$ cat src/rtl/cartoon_pkg.sv
// Shared types and constants for the cartoon-filter window scheduler.
// Slot numbering: slot = 3*(dr+1) + (dc+1), slot 0 is the top-left neighbour.
package cartoon_pkg;

    localparam int PIX_W   = 24;
    localparam int WIN_PIX = 9;
    localparam int WIN_W   = PIX_W * WIN_PIX;

    typedef enum logic [2:0] {
        IDLE  = 3'd0,
        REQ   = 3'd1,
        WAIT  = 3'd2,
        ISSUE = 3'd3,
        DONE  = 3'd4
    } win_state_t;

    typedef logic [PIX_W-1:0] rgb_t;

    // Row offset of a slot, biased by +1 so it stays unsigned (0,1,2 = -1,0,+1).
    function automatic logic [1:0] slot_dr(input logic [3:0] slot);
        case (slot)
            4'd0, 4'd1, 4'd2: return 2'd0;
            4'd3, 4'd4, 4'd5: return 2'd1;
            default:          return 2'd2;
        endcase
    endfunction

    // Column offset of a slot, biased by +1 in the same way.
    function automatic logic [1:0] slot_dc(input logic [3:0] slot);
        case (slot)
            4'd0, 4'd3, 4'd6: return 2'd0;
            4'd1, 4'd4, 4'd7: return 2'd1;
            default:          return 2'd2;
        endcase
    endfunction

endpackage

$ cat src/rtl/win_addr_gen.sv
// Combinational neighbour address: (row+dr)*IMG_W + (col+dc) for the given slot.
// Centres are always interior, so the biased offsets never underflow.
module win_addr_gen
    import cartoon_pkg::*;
#(
    parameter int IMG_W  = 320,
    parameter int ADDR_W = 17
) (
    input  logic [ADDR_W-1:0] row_i,
    input  logic [ADDR_W-1:0] col_i,
    input  logic [3:0]        slot_i,
    output logic [ADDR_W-1:0] addr_o
);

    localparam logic [ADDR_W-1:0] W_A = ADDR_W'(IMG_W);
    localparam logic [ADDR_W-1:0] ONE = ADDR_W'(1);

    logic [ADDR_W-1:0] r_abs;
    logic [ADDR_W-1:0] c_abs;

    always_comb begin
        r_abs  = row_i + ADDR_W'(slot_dr(slot_i)) - ONE;
        c_abs  = col_i + ADDR_W'(slot_dc(slot_i)) - ONE;
        addr_o = r_abs * W_A + c_abs;
    end

endmodule

$ cat src/rtl/window_ctrl.sv
// 3x3 window scheduler: fetches each interior neighbourhood over a one-outstanding
// read handshake and issues it downstream. Optional macro: WINDOW_REUSE_EN.
module window_ctrl
    import cartoon_pkg::*;
#(
    parameter int IMG_W  = 320,
    parameter int IMG_H  = 240,
    parameter int ADDR_W = 17
) (
    input  logic              clk,
    input  logic              n_rst,
    input  logic              start,
    input  logic              out_ready,
    output logic              mem_req,
    output logic [ADDR_W-1:0] mem_addr,
    input  logic [PIX_W-1:0]  mem_rdata,
    input  logic              mem_rvalid,
    output logic [WIN_W-1:0]  pixelData,
    output logic              intensity_enable,
    output logic              busy,
    output logic              done
);

    localparam logic [ADDR_W-1:0] COL_LAST = ADDR_W'(IMG_W - 2);
    localparam logic [ADDR_W-1:0] ROW_LAST = ADDR_W'(IMG_H - 2);
    localparam logic [ADDR_W-1:0] ONE      = ADDR_W'(1);

    win_state_t        state_q, state_d;
    logic [ADDR_W-1:0] row_q, row_d;
    logic [ADDR_W-1:0] col_q, col_d;
    logic [3:0]        slot_q, slot_d;
    logic              reuse_q, reuse_d;
    rgb_t              win_q [WIN_PIX];
    rgb_t              win_d [WIN_PIX];
    logic [ADDR_W-1:0] slot_addr;

    win_addr_gen #(
        .IMG_W  (IMG_W),
        .ADDR_W (ADDR_W)
    ) u_addr (
        .row_i  (row_q),
        .col_i  (col_q),
        .slot_i (slot_q),
        .addr_o (slot_addr)
    );

    always_ff @(posedge clk) begin
        if (!n_rst) begin
            state_q <= IDLE;
            row_q   <= ONE;
            col_q   <= ONE;
            slot_q  <= '0;
            reuse_q <= 1'b0;
            win_q   <= '{default: '0};
        end else begin
            state_q <= state_d;
            row_q   <= row_d;
            col_q   <= col_d;
            slot_q  <= slot_d;
            reuse_q <= reuse_d;
            win_q   <= win_d;
        end
    end

    // The address is presented for the whole REQ/WAIT span so it stays stable.
    assign mem_addr = (state_q == REQ || state_q == WAIT) ? slot_addr : '0;

    always_comb begin
        state_d          = state_q;
        row_d            = row_q;
        col_d            = col_q;
        slot_d           = slot_q;
        reuse_d          = reuse_q;
        win_d            = win_q;
        mem_req          = 1'b0;
        intensity_enable = 1'b0;
        busy             = 1'b0;
        done             = 1'b0;
        case (state_q)
            IDLE: begin
                if (start) begin
                    state_d = REQ;
                    row_d   = ONE;
                    col_d   = ONE;
                    slot_d  = '0;
                    reuse_d = 1'b0;
                end
            end
            REQ: begin
                busy    = 1'b1;
                mem_req = 1'b1;
                state_d = WAIT;
            end
            WAIT: begin
                busy    = 1'b1;
                mem_req = !mem_rvalid;
                if (mem_rvalid) begin
                    win_d[slot_q] = mem_rdata;
                    if (slot_q == 4'd8) begin
                        state_d = ISSUE;
                    end else begin
                        // Reused windows only fetch the right-hand column (2,5,8).
                        slot_d  = reuse_q ? slot_q + 4'd3 : slot_q + 4'd1;
                        state_d = REQ;
                    end
                end
            end
            ISSUE: begin
                busy = 1'b1;
                if (out_ready) begin
                    intensity_enable = 1'b1;
                    if (row_q == ROW_LAST && col_q == COL_LAST) begin
                        state_d = DONE;
                    end else if (col_q < COL_LAST) begin
                        state_d = REQ;
                        col_d   = col_q + ONE;
`ifdef WINDOW_REUSE_EN
                        for (int k = 0; k < 3; k++) begin
                            win_d[3*k]   = win_q[3*k+1];
                            win_d[3*k+1] = win_q[3*k+2];
                        end
                        slot_d  = 4'd2;
                        reuse_d = 1'b1;
`else
                        slot_d  = '0;
`endif
                    end else begin
                        state_d = REQ;
                        col_d   = ONE;
                        row_d   = row_q + ONE;
                        slot_d  = '0;
                        reuse_d = 1'b0;
                    end
                end
            end
            DONE: begin
                done    = 1'b1;
                state_d = IDLE;
            end
            default: state_d = IDLE;
        endcase
    end

    always_comb begin
        pixelData = '0;
        for (int i = 0; i < WIN_PIX; i++) begin
            pixelData[WIN_W-1-i*PIX_W -: PIX_W] = win_q[i];
        end
    end

endmodule

$ cat config.mk
export PLATFORM = sky130hd
export DESIGN_NAME = window_ctrl
export DESIGN_NICKNAME = d
export VERILOG_FILES = /design/src/rtl/cartoon_pkg.sv /design/src/rtl/win_addr_gen.sv /design/src/rtl/window_ctrl.sv
export SDC_FILE = /design/constraint.sdc
export NUM_CORES = 1
export LEC_CHECK = 0
export CAP_MARGIN = 20
export CORE_ASPECT_RATIO = 1.25
export CORE_UTILIZATION = 55
export DETAILED_ROUTE_END_ITERATION = 16
export PLACE_DENSITY = 0.89
export SLEW_MARGIN = 20
export SYNTH_ARGS = -nofsm -noshare
export SYNTH_HDL_FRONTEND = slang
export SYNTH_HIERARCHICAL = 1
export SYNTH_SLANG_ARGS = --single-unit
$ cat constraint.sdc
create_clock -name clk -period 9 [get_ports clk]
set_clock_uncertainty 0.05 [all_clocks]
set_input_delay 1.8 -clock clk [delete_from_list [all_inputs] [get_ports clk]]
set_output_delay 1.8 -clock clk [all_outputs]
set_load 0.005 [all_outputs]
After elaboration in Yosys (flattened, before gate mapping):

Cells that the tools add are included.

* output and inout bits: 237
* word-level logic and storage cells: 104
* register bits: 258

* bitwise operators: 1
* reduce and logical (&&, ||, !) cells: 18
* equality and inequality tests: 20
* $lt $le $gt $ge: 3
* muxes and demuxes: 38
* $add $sub $neg: 9
* multipliers: 1

Operators with widths (count)
* 216-bit bitwise mux: 1
* 17-bit 2-to-1 mux: 8
* 24-bit demux with 4-bit select: 1
* 17-bit one-hot mux with 2 select lines: 2
* 17-bit by 1-bit adder with 17-bit output, second input constant: 2
* 17-bit by 2-bit adder with 17-bit output: 2
* 17-bit by 1-bit subtractor with 17-bit output, second input constant: 2
* 24-bit 2-to-1 mux: 1
* 4-bit 2-to-1 mux: 6
* 17-bit adder: 1
* 17-bit by 8-bit equality test with 1-bit output, second input constant: 1
* 17-bit by 9-bit equality test with 1-bit output, second input constant: 1
* 17-bit by 9-bit < comparator with 1-bit output, second input constant: 1
* 17-bit by 3-bit multiplier with 11-bit output, second input constant: 1
* 4-bit by 3-bit equality test with 1-bit output, second input constant: 4
* 3-bit OR reduction: 5
* 3-bit 2-to-1 mux: 4
* 2-bit inequality test, second input constant: 6
* 3-bit one-hot mux with 4 select lines: 1
* 4-bit one-hot mux with 3 select lines: 1
* 4-bit by 2-bit equality test with 1-bit output, second input constant: 2
* 1-bit 2-to-1 mux: 8
* 2-bit one-hot mux with 2 select lines: 2
* 3-bit by 2-bit equality test with 1-bit output, second input constant: 2
* other kinds (23): 25

Logic depth before layout (Yosys ltp):

Gate-level depths: netlist of run 1.

* word-level depth: 8
* gate-level depth with buffers: 26

By module:

Netlist of run 1, hierarchy kept.

Modules (own cells, without submodules)
* window_ctrl: times used 1, cells each 1282, seq. area each 5144.9 um^2, area each 10079.7 um^2
* win_addr_gen: times used 1, cells each 259, seq. area each 0.0 um^2, area each 1889.3 um^2

Worst setup path after synthesis of run 1:

Ideal clock, no wire load.

* kind: reg-to-output
* from: register slot_q[1]
* to: output mem_addr[16]
* cell stages (with the launch flop): 27
* arrival: 4.682 ns
* buffers on the path: 0
* data required time: 7.150 ns
* slack: 2.468 ns
* path through: dfxtp_1 > nand2b_1 > a21o_1 > ha_1 > inv_1 > ha_1 > fa_1 > a21o_2 > a21oi_1 > o21bai_1 > a21oi_1 > xnor2_1 > ha_1 > ha_1 > and3_1 > a21oi_1 > nand2_1 > nor2_1 > xor2_1 > ha_1 > inv_1 > ha_1 > a21o_1 > a21oi_1 > a31oi_1 > xnor2_1 > and2_1

* longest elaborated chain between the ends: 8

RTL lines
* start, declared: RTL line window_ctrl.sv:31 `logic [3:0] slot_q, slot_d;`
* start signal, assigned: RTL line window_ctrl.sv:59 `slot_q <= slot_d;`
* 4-bit by 3-bit equality test with 1-bit output, or another cell as far along: RTL line cartoon_pkg.sv:21 `case (slot)`
* 3-bit OR reduction: RTL line cartoon_pkg.sv:21
* 2-bit one-hot mux with 2 select lines: RTL line cartoon_pkg.sv:21
* 17-bit by 2-bit adder with 17-bit output: RTL line win_addr_gen.sv:22 `r_abs = row_i + ADDR_W'(slot_dr(slot_i)) - ONE;`
* 17-bit by 1-bit subtractor with 17-bit output: RTL line win_addr_gen.sv:22
* 17-bit by 3-bit multiplier with 11-bit output: RTL line win_addr_gen.sv:24 `addr_o = r_abs * W_A + c_abs;`
* 17-bit adder (*): RTL line win_addr_gen.sv:24
* via slot_addr[16]: RTL line window_ctrl.sv:35 `logic [ADDR_W-1:0] slot_addr;`
* 17-bit 2-to-1 mux (*): RTL line window_ctrl.sv:66 `assign mem_addr = (state_q == REQ || state_q == WAIT) ? slot_addr : '0;`
* end, declared: RTL line window_ctrl.sv:15 `output logic [ADDR_W-1:0] mem_addr,`

Mark *: on every way through the listed nets, which the timed path passes. The rest lies on a longest branch.

Worst setup path in the final report of run 1:

Ends and elaborated chain as after synthesis.

==> results of run 1 <==
[sequential cells by signal, indices dropped and copies added, names as in the netlist]
register and cells:
pixelData 216, col_q 17, row_q 17, slot_q 4
state_q 3
[logic make-up (layout without fill, tap and decap cells)]
kind of cell               count (synthesis)  after routing  share of synthesized area [%]
AOI/OAI and AO/OA                        357            357                           17.7
buffers and inverters                    180            388                           5.92
DFF                                      257            257                           43.0
xor gates and xnor gates                  36             36                           2.63
and+or+nand+nor                          645            645                           23.8
adders and majority gates                 62             62                           6.67
muxes                                      4              4                          0.376
[metrics by stage]
stage               std cells  total power (W)  setup WS (ps)  hold slack (ps)  util, %
floorplan                1541          0.00194           2470              403        -
global placement         1981          0.00221           1670              390     67.9
detailed placement       1981          0.00224           1420              395     67.9
CTS                      2027          0.00329            851              404     71.7
global route             2028          0.00344            413              412     71.9
finish                   2028          0.00328            815              403     71.9
[worst max-delay path, stage by stage (launching register included)]
cell             delay, ps
dfxtp_1                480
nand2b_1               210
a21o_1                 170
ha_1                   160
inv_1                   40
ha_1                   220
fa_1                   430
a21o_2                 230
a21oi_1                210
o21bai_1               100
a21oi_1                240
xnor2_1                190
ha_1                   270
ha_1                   360
and3_1                 170
a21oi_1                160
nand2_1                 80
nor2_1                 110
xor2_1                 190
ha_1                   260
inv_1                   60
ha_1                   270
a21o_1                 180
a21oi_1                170
a31oi_1                 70
xnor2_1                150
and2_1                 130
clkdlybuf4s50_1        490
[metal layers]
| layer | up-vias | track usage [%] | routed length (um) |
|---|---|---|---|
| met3 | 136 | 4.63 | 2900 |
| met5 | - | 0 | 0 |
| met4 | 0 | 18.5 | 2180 |
| li1 | 5512 | - | - |
| met2 | 587 | 56.9 | 18400 |
| met1 | 5510 | 37.9 | 14000 |
[Yosys cell counts (all sizes together), types with 3 or more instances]
cell,n
o21ai,24
a31o,3
a31oi,9
nand2,471
a22oi,3
clkbuf,84
nand2b,15
dfxtp,257
or2,4
a211oi,10
o211ai,4
nor2,30
nand4,9
o21a,16
or3,4
inv,73
buf,22
nand3b,5
xnor2,18
or4,8
nor2b,7
o2111ai,7
mux2i,3
fa,3
o21bai,3
a21oi,244
nand3,22
ha,59
a2111oi,3
a21o,7
o32ai,3
nor4,9
nor3,10
and4,3
and2,31
xor2,18
and3,9
o31ai,6
[area by class of cell]
class / instances / area (um^2) / area share, %
multi-input combinational: 1104 / 6130 / 39.7
sequential: 257 / 5140 / 33.3
timing repair buffer: 268 / 2700 / 17.5
clock buffer: 35 / 723 / 4.68
tap: 279 / 349 / 2.26
inverter: 74 / 283 / 1.83
clock inverter: 11 / 110 / 0.713
[how the worst max path moves through the flow]
stage / endpoint / from
2_1_floorplan: mem_addr[16] / slot_q[1]$_SDFFE_PN0P_
3_3_place_gp: mem_addr[16] / slot_q[1]$_SDFFE_PN0P_
3_5_place_dp: mem_addr[16] / slot_q[1]$_SDFFE_PN0P_
4_1_cts: mem_addr[16] / slot_q[1]$_SDFFE_PN0P_
5_1_grt: mem_addr[16] / slot_q[1]$_SDFFE_PN0P_
6_report: mem_addr[16] / slot_q[1]$_SDFFE_PN0P_
[power breakdown]
group | leakage, nW | internal (W) | switching, W
combinational | 2.89 | 0.000526 | 0.000545
sequential | 2.07 | 0.00115 | 0.0000120
clock | 0.405 | 0.000597 | 0.000455
==> run metrics, run 1 <==
outcome=completed; HP Start=pixelData[135]$_SDFFE_PN0P_; die area=22,400 um^2; most common cell after layout, fill and taps aside=nand2_1; Distinct cells, synth=75; Top FF cell, synth=dfxtp_1; leading area contributor after synthesis=dfxtp_1; Crit Path Class=reg -> out; yosys warns=6; max-cap violations=0; share of post-route cells with drive strength above 1=4.06%; Design Area, Final=15,400 um^2; post-synth net total=1,632; Post-Syn Area=12,000 um^2; Root Buffer=clkbuf_16; setup TNS=0 ps; Area contributors post-synth=dfxtp_1 43%, nand2_1 15%, a21oi_1 10%; number of global-route vias before repair=11,000; ant diodes=0; P_leak=5.37 nW; Reg2Reg Launch Point=state_q[1]$_SDFFE_PN0P_; Max VDD drop=429 uV; HP Class=reg -> reg; RSZ-0062 raised after global routing=false; Die H=167 um; Pwr Density=213 nW/um^2; Nets=1,821; floorplan core area=21,500 um^2; TritonCTS clock tree=built; H-tree Lvls=1; # IOs=266; period utilisation layout=90.9%; TritonCTS Sinks=257; via count=11,700; slew margin rel.=24.5%; sequential element share of the synthesized area=43.0%; Initial DRC Count=873; critical path startpoint category=flop; final WL=37,500 um; FF-to-FF setup slack=5930 ps; GR Overflow Total=0; Max Clock Freq=0.122 GHz; Clock Latency Late Sink=540 ps; initial antenna violation count=0; largest net degree at the start of global routing=115; Initial Util=55.7%; Syn Area/Cell=7.77 um^2; area share of the largest cell type after synthesis=43.0%; number of CTS-inserted buffers=25; crit end category=output pin; Routed Antenna Nets=0; Async S/R FF share, synth=0%; Post-CTS Resized=0; Reg clk slew, reported paths=70 ps; Slew Viols, Final=0; R2R cell count=5; WL/cell=18.5 um; Hold Path Cell Cnt=2; first-pass GRT wire length=57,900 um; CP max FO=9; flops & latches, synth=257; Worst Path Arrival=6330 ps; final hold viol count=0; DR pass1 iterations=5; Layout area overhead=29.0%; critical path required time=7150 ps; Worst-Margin Slew=1130 ps; RD Place Congestion=0.917; worst r2r dst=pixelData[155]$_SDFFE_PN0P_; Overall Global Routing Usage=32.6%; Hold Path End=pixelData[135]$_SDFFE_PN0P_; Area after DPL=14,600 um^2; minimum clock period=8180 ps; DRC Markers=0; cells after synthesis=1,541; die width=134 um; final setup violating endpoints=0; # hold bufs at CTS=0; most frequent cells in the layout=471 x nand2_1, 265 x clkdlybuf4s50_1, 257 x dfxtp_1; post-CTS setup buffers=0; DP HPWL=26,000 um; Port Buffers=265; Vias/cell=5.79; Post-synth EDFFs=0; fillers=1,655; CTS Buffer Depth=3; num rows=60
Note: power is estimated with default switching activity, not from simulation.
==> run 2: changes to the inputs <==
Settings changed: CTS_CLUSTER_SIZE from default to 25, MAX_ROUTING_LAYER from default to met4, SKIP_CTS_REPAIR_TIMING from default to 1.
==> run 2 against run 1 <==
Critical path depth fell by 2. Power grew 0.10%. First-iteration DRC count up 10%. Register-to-register slack improved by 200 ps. Cell area shrank 0.24%. Clock-buffer cell count increased by 2. Highest routed layer unchanged.
==> run metrics, run 2 (synthesized netlist as in run 1, its figures left out) <==
number of CTS-inserted buffers=26 (+4.0%); post-route met1 wirelength=14,400 um (+3.0%); Worst-Margin Slew=1100 ps (-35.2 ps); met3 WL=2640 um (-9.0%); worst r2r dst=col_q[15]$_SDFFE_PN0P_; sequential cell area=5140 um^2 (unchanged); TritonCTS clock tree=built; most frequent CP cell=ha_1; CP max stage cell=dfxtp_1; DRC Markers=0 (unchanged); largest net degree at the start of global routing=122 (+6.1%); max reg flops=216 (unchanged); Final Util=71.7% (-0.17 points); Nets=1,821 (unchanged); Initial DRC Count=963 (+10%); first-pass GRT wire length=58,500 um (+0.89%); minimum clock period=8090 ps (-94.2 ps); die width=134 um (unchanged); most frequent cells in the layout=471 x nand2_1, 265 x clkdlybuf4s50_1, 257 x dfxtp_1; fillers=1,655 (unchanged); WL/cell=18.3 um (-0.93%); pre-CTS setup slack=1460 ps (+40.9 ps); critical path startpoint category=flop; Max Clock Freq=0.124 GHz (+1.2%); Initial Util=55.7% (unchanged); Overall Global Routing Usage=33.7% (+1.1 points); DP HPWL=25,800 um (-0.74%); DR pass1 iterations=5 (unchanged); Worst Path Arrival=6240 ps (-90 ps); Reg2Reg Launch Point=row_q[1]$_SDFFE_PN0P_; final hold viol count=0 (unchanged); Clock Latency Late Sink=540 ps (about the same); Port Buffers=265 (unchanged); Vias/cell=5.74 (-0.96%); most common cell after layout, fill and taps aside=nand2_1; P_int=0.00228 W (+0.45%); Gate power share=32.6% (about the same); Crit Path Class=reg -> out; multi-input logic area=6130 um^2 (unchanged); Die H=167 um (unchanged); FF-to-FF setup slack=6130 ps (+200 ps); Routed Antenna Nets=0 (unchanged); period utilisation layout=89.9% (-1.0 points); crit end category=output pin; via count=11,600 (-1.0%); top layer used by detailed routing=met4; slew margin rel.=26.7% (+2.2 points); outcome=completed; ant diodes=0 (unchanged); Root Buffer=clkbuf_16; initial antenna violation count=0 (unchanged); P_leak=5.35 nW (-0.31%); HP Start=pixelData[73]$_SDFFE_PN0P_; Final WS setup=910 ps (+94.2 ps); CTS Buffer Depth=3 (unchanged); met2 wire len=18,100 um (-1.4%); CP top delay family=adder cells; Design Area, Final=15,400 um^2 (-0.24%); Clk network pwr share=32.2% (about the same); Pwr Density=213 nW/um^2 (+0.34%); number of global-route vias before repair=10,900 (-0.35%); share of post-route cells with drive strength above 1=3.72% (-0.34 points); final WL=37,100 um (-0.98%); Hold Path Cell Cnt=2 (unchanged); RSZ-0062 raised after global routing=false; max-cap violations=0 (unchanged); GR Overflow Total=0 (unchanged); TritonCTS Sinks=257 (unchanged); H-tree Lvls=1 (unchanged); Slew Viols, Final=0 (unchanged); num rows=60 (unchanged); Area after DPL=14,600 um^2 (unchanged); # IOs=266 (unchanged); critical path required time=7150 ps (about the same); R2R cell count=6 (+1); final setup violating endpoints=0 (unchanged); CP max FO=11 (+2); HP Class=reg -> reg; floorplan core area=21,500 um^2 (unchanged); Buf/Inv on CP=3 (unchanged); Sw Pwr=0.00101 W (-0.68%); setup TNS=0 ps (unchanged); Hold Path End=pixelData[73]$_SDFFE_PN0P_; register share of total power=35.3% (about the same); Max VDD drop=399 uV (-7.0%); total power=0.00328 W (+0.10%); Net Sw Frac=30.6% (-0.24 points); die area=22,400 um^2 (unchanged); Crit path largest cell delay=490 ps (about the same); Reg clk slew, reported paths=60 ps (about the same); RD Place Congestion=0.919 (+0.17%); Layout area overhead=28.7%
-- run 2: changes by cell type in the layout (fill, tap and decap cells not counted), sizes merged --
cell / before / now
bufinv: 1 / 2
clkinvlp: 3 / 1
buf: 3 / 2
inv: 76 / 75
clkbuf: 35 / 37
-- run 2: area by class of cell --
type / instances / share of cell area [%]
well taps: 279 / 2.27
multi-input cells: 1104 / 39.8
inverters: 74 / 1.84
clock buffers: 37 / 4.62
flip-flops and latches: 257 / 33.4
repair buffers: 267 / 17.3
clock inverters: 9 / 0.731
-- run 2: worst max path at each step --
stage | endpoint | from | cells after the start | slack [ps]
after floorplan | mem_addr[16] | slot_q[1]$_SDFFE_PN0P_ | 26 | 2470
after global placement | mem_addr[16] | slot_q[1]$_SDFFE_PN0P_ | 27 | 1670
after detailed placement | mem_addr[15] | slot_q[1]$_SDFFE_PN0P_ | 26 | 1460
after CTS | mem_addr[15] | slot_q[1]$_SDFFE_PN0P_ | 26 | 890
after global routing | mem_addr[16] | slot_q[1]$_SDFFE_PN0P_ | 27 | 500
final | mem_addr[15] | slot_q[2]$_SDFFE_PN0P_ | 25 | 910
-- run 2: through the flow --
step / hold WS (ps) / cells
floorplan: 403 / 1541
global route: 421 / 2027
detailed placement: 395 / 1981
global placement: 390 / 1981
CTS: 404 / 2027
finish: 403 / 2027
-- run 2: worst register-to-register path, stage by stage (launching register included) --
cell     delay [ps]
dfxtp_1         440
ha_1            200
nor4b_1         560
nand2_1         270
or4_1           740
a21oi_4         380
o21a_1          180
-- run 2: power by group through the flow --
stage | Combinational, W | Sequential [W] | Clock (W)
final | 0.00107 | 0.00116 | 0.00106
after global routing | 0.00119 | 0.00116 | 0.00111
after CTS | 0.00106 | 0.00116 | 0.00106
after detailed placement | 0.00105 | 0.00118 | 0
after global placement | 0.00103 | 0.00118 | 0
after floorplan | 0.000762 | 0.00118 | 0
-- run 2: routing by layer --
| layer | GRT usage, % | up-vias |
|---|---|---|
| met5 | - | - |
| met4 | 16.5 | 0 |
| met3 | 4.47 | 138 |
| met2 | 56.5 | 508 |
| met1 | 39.3 | 5482 |
| li1 | - | 5498 |
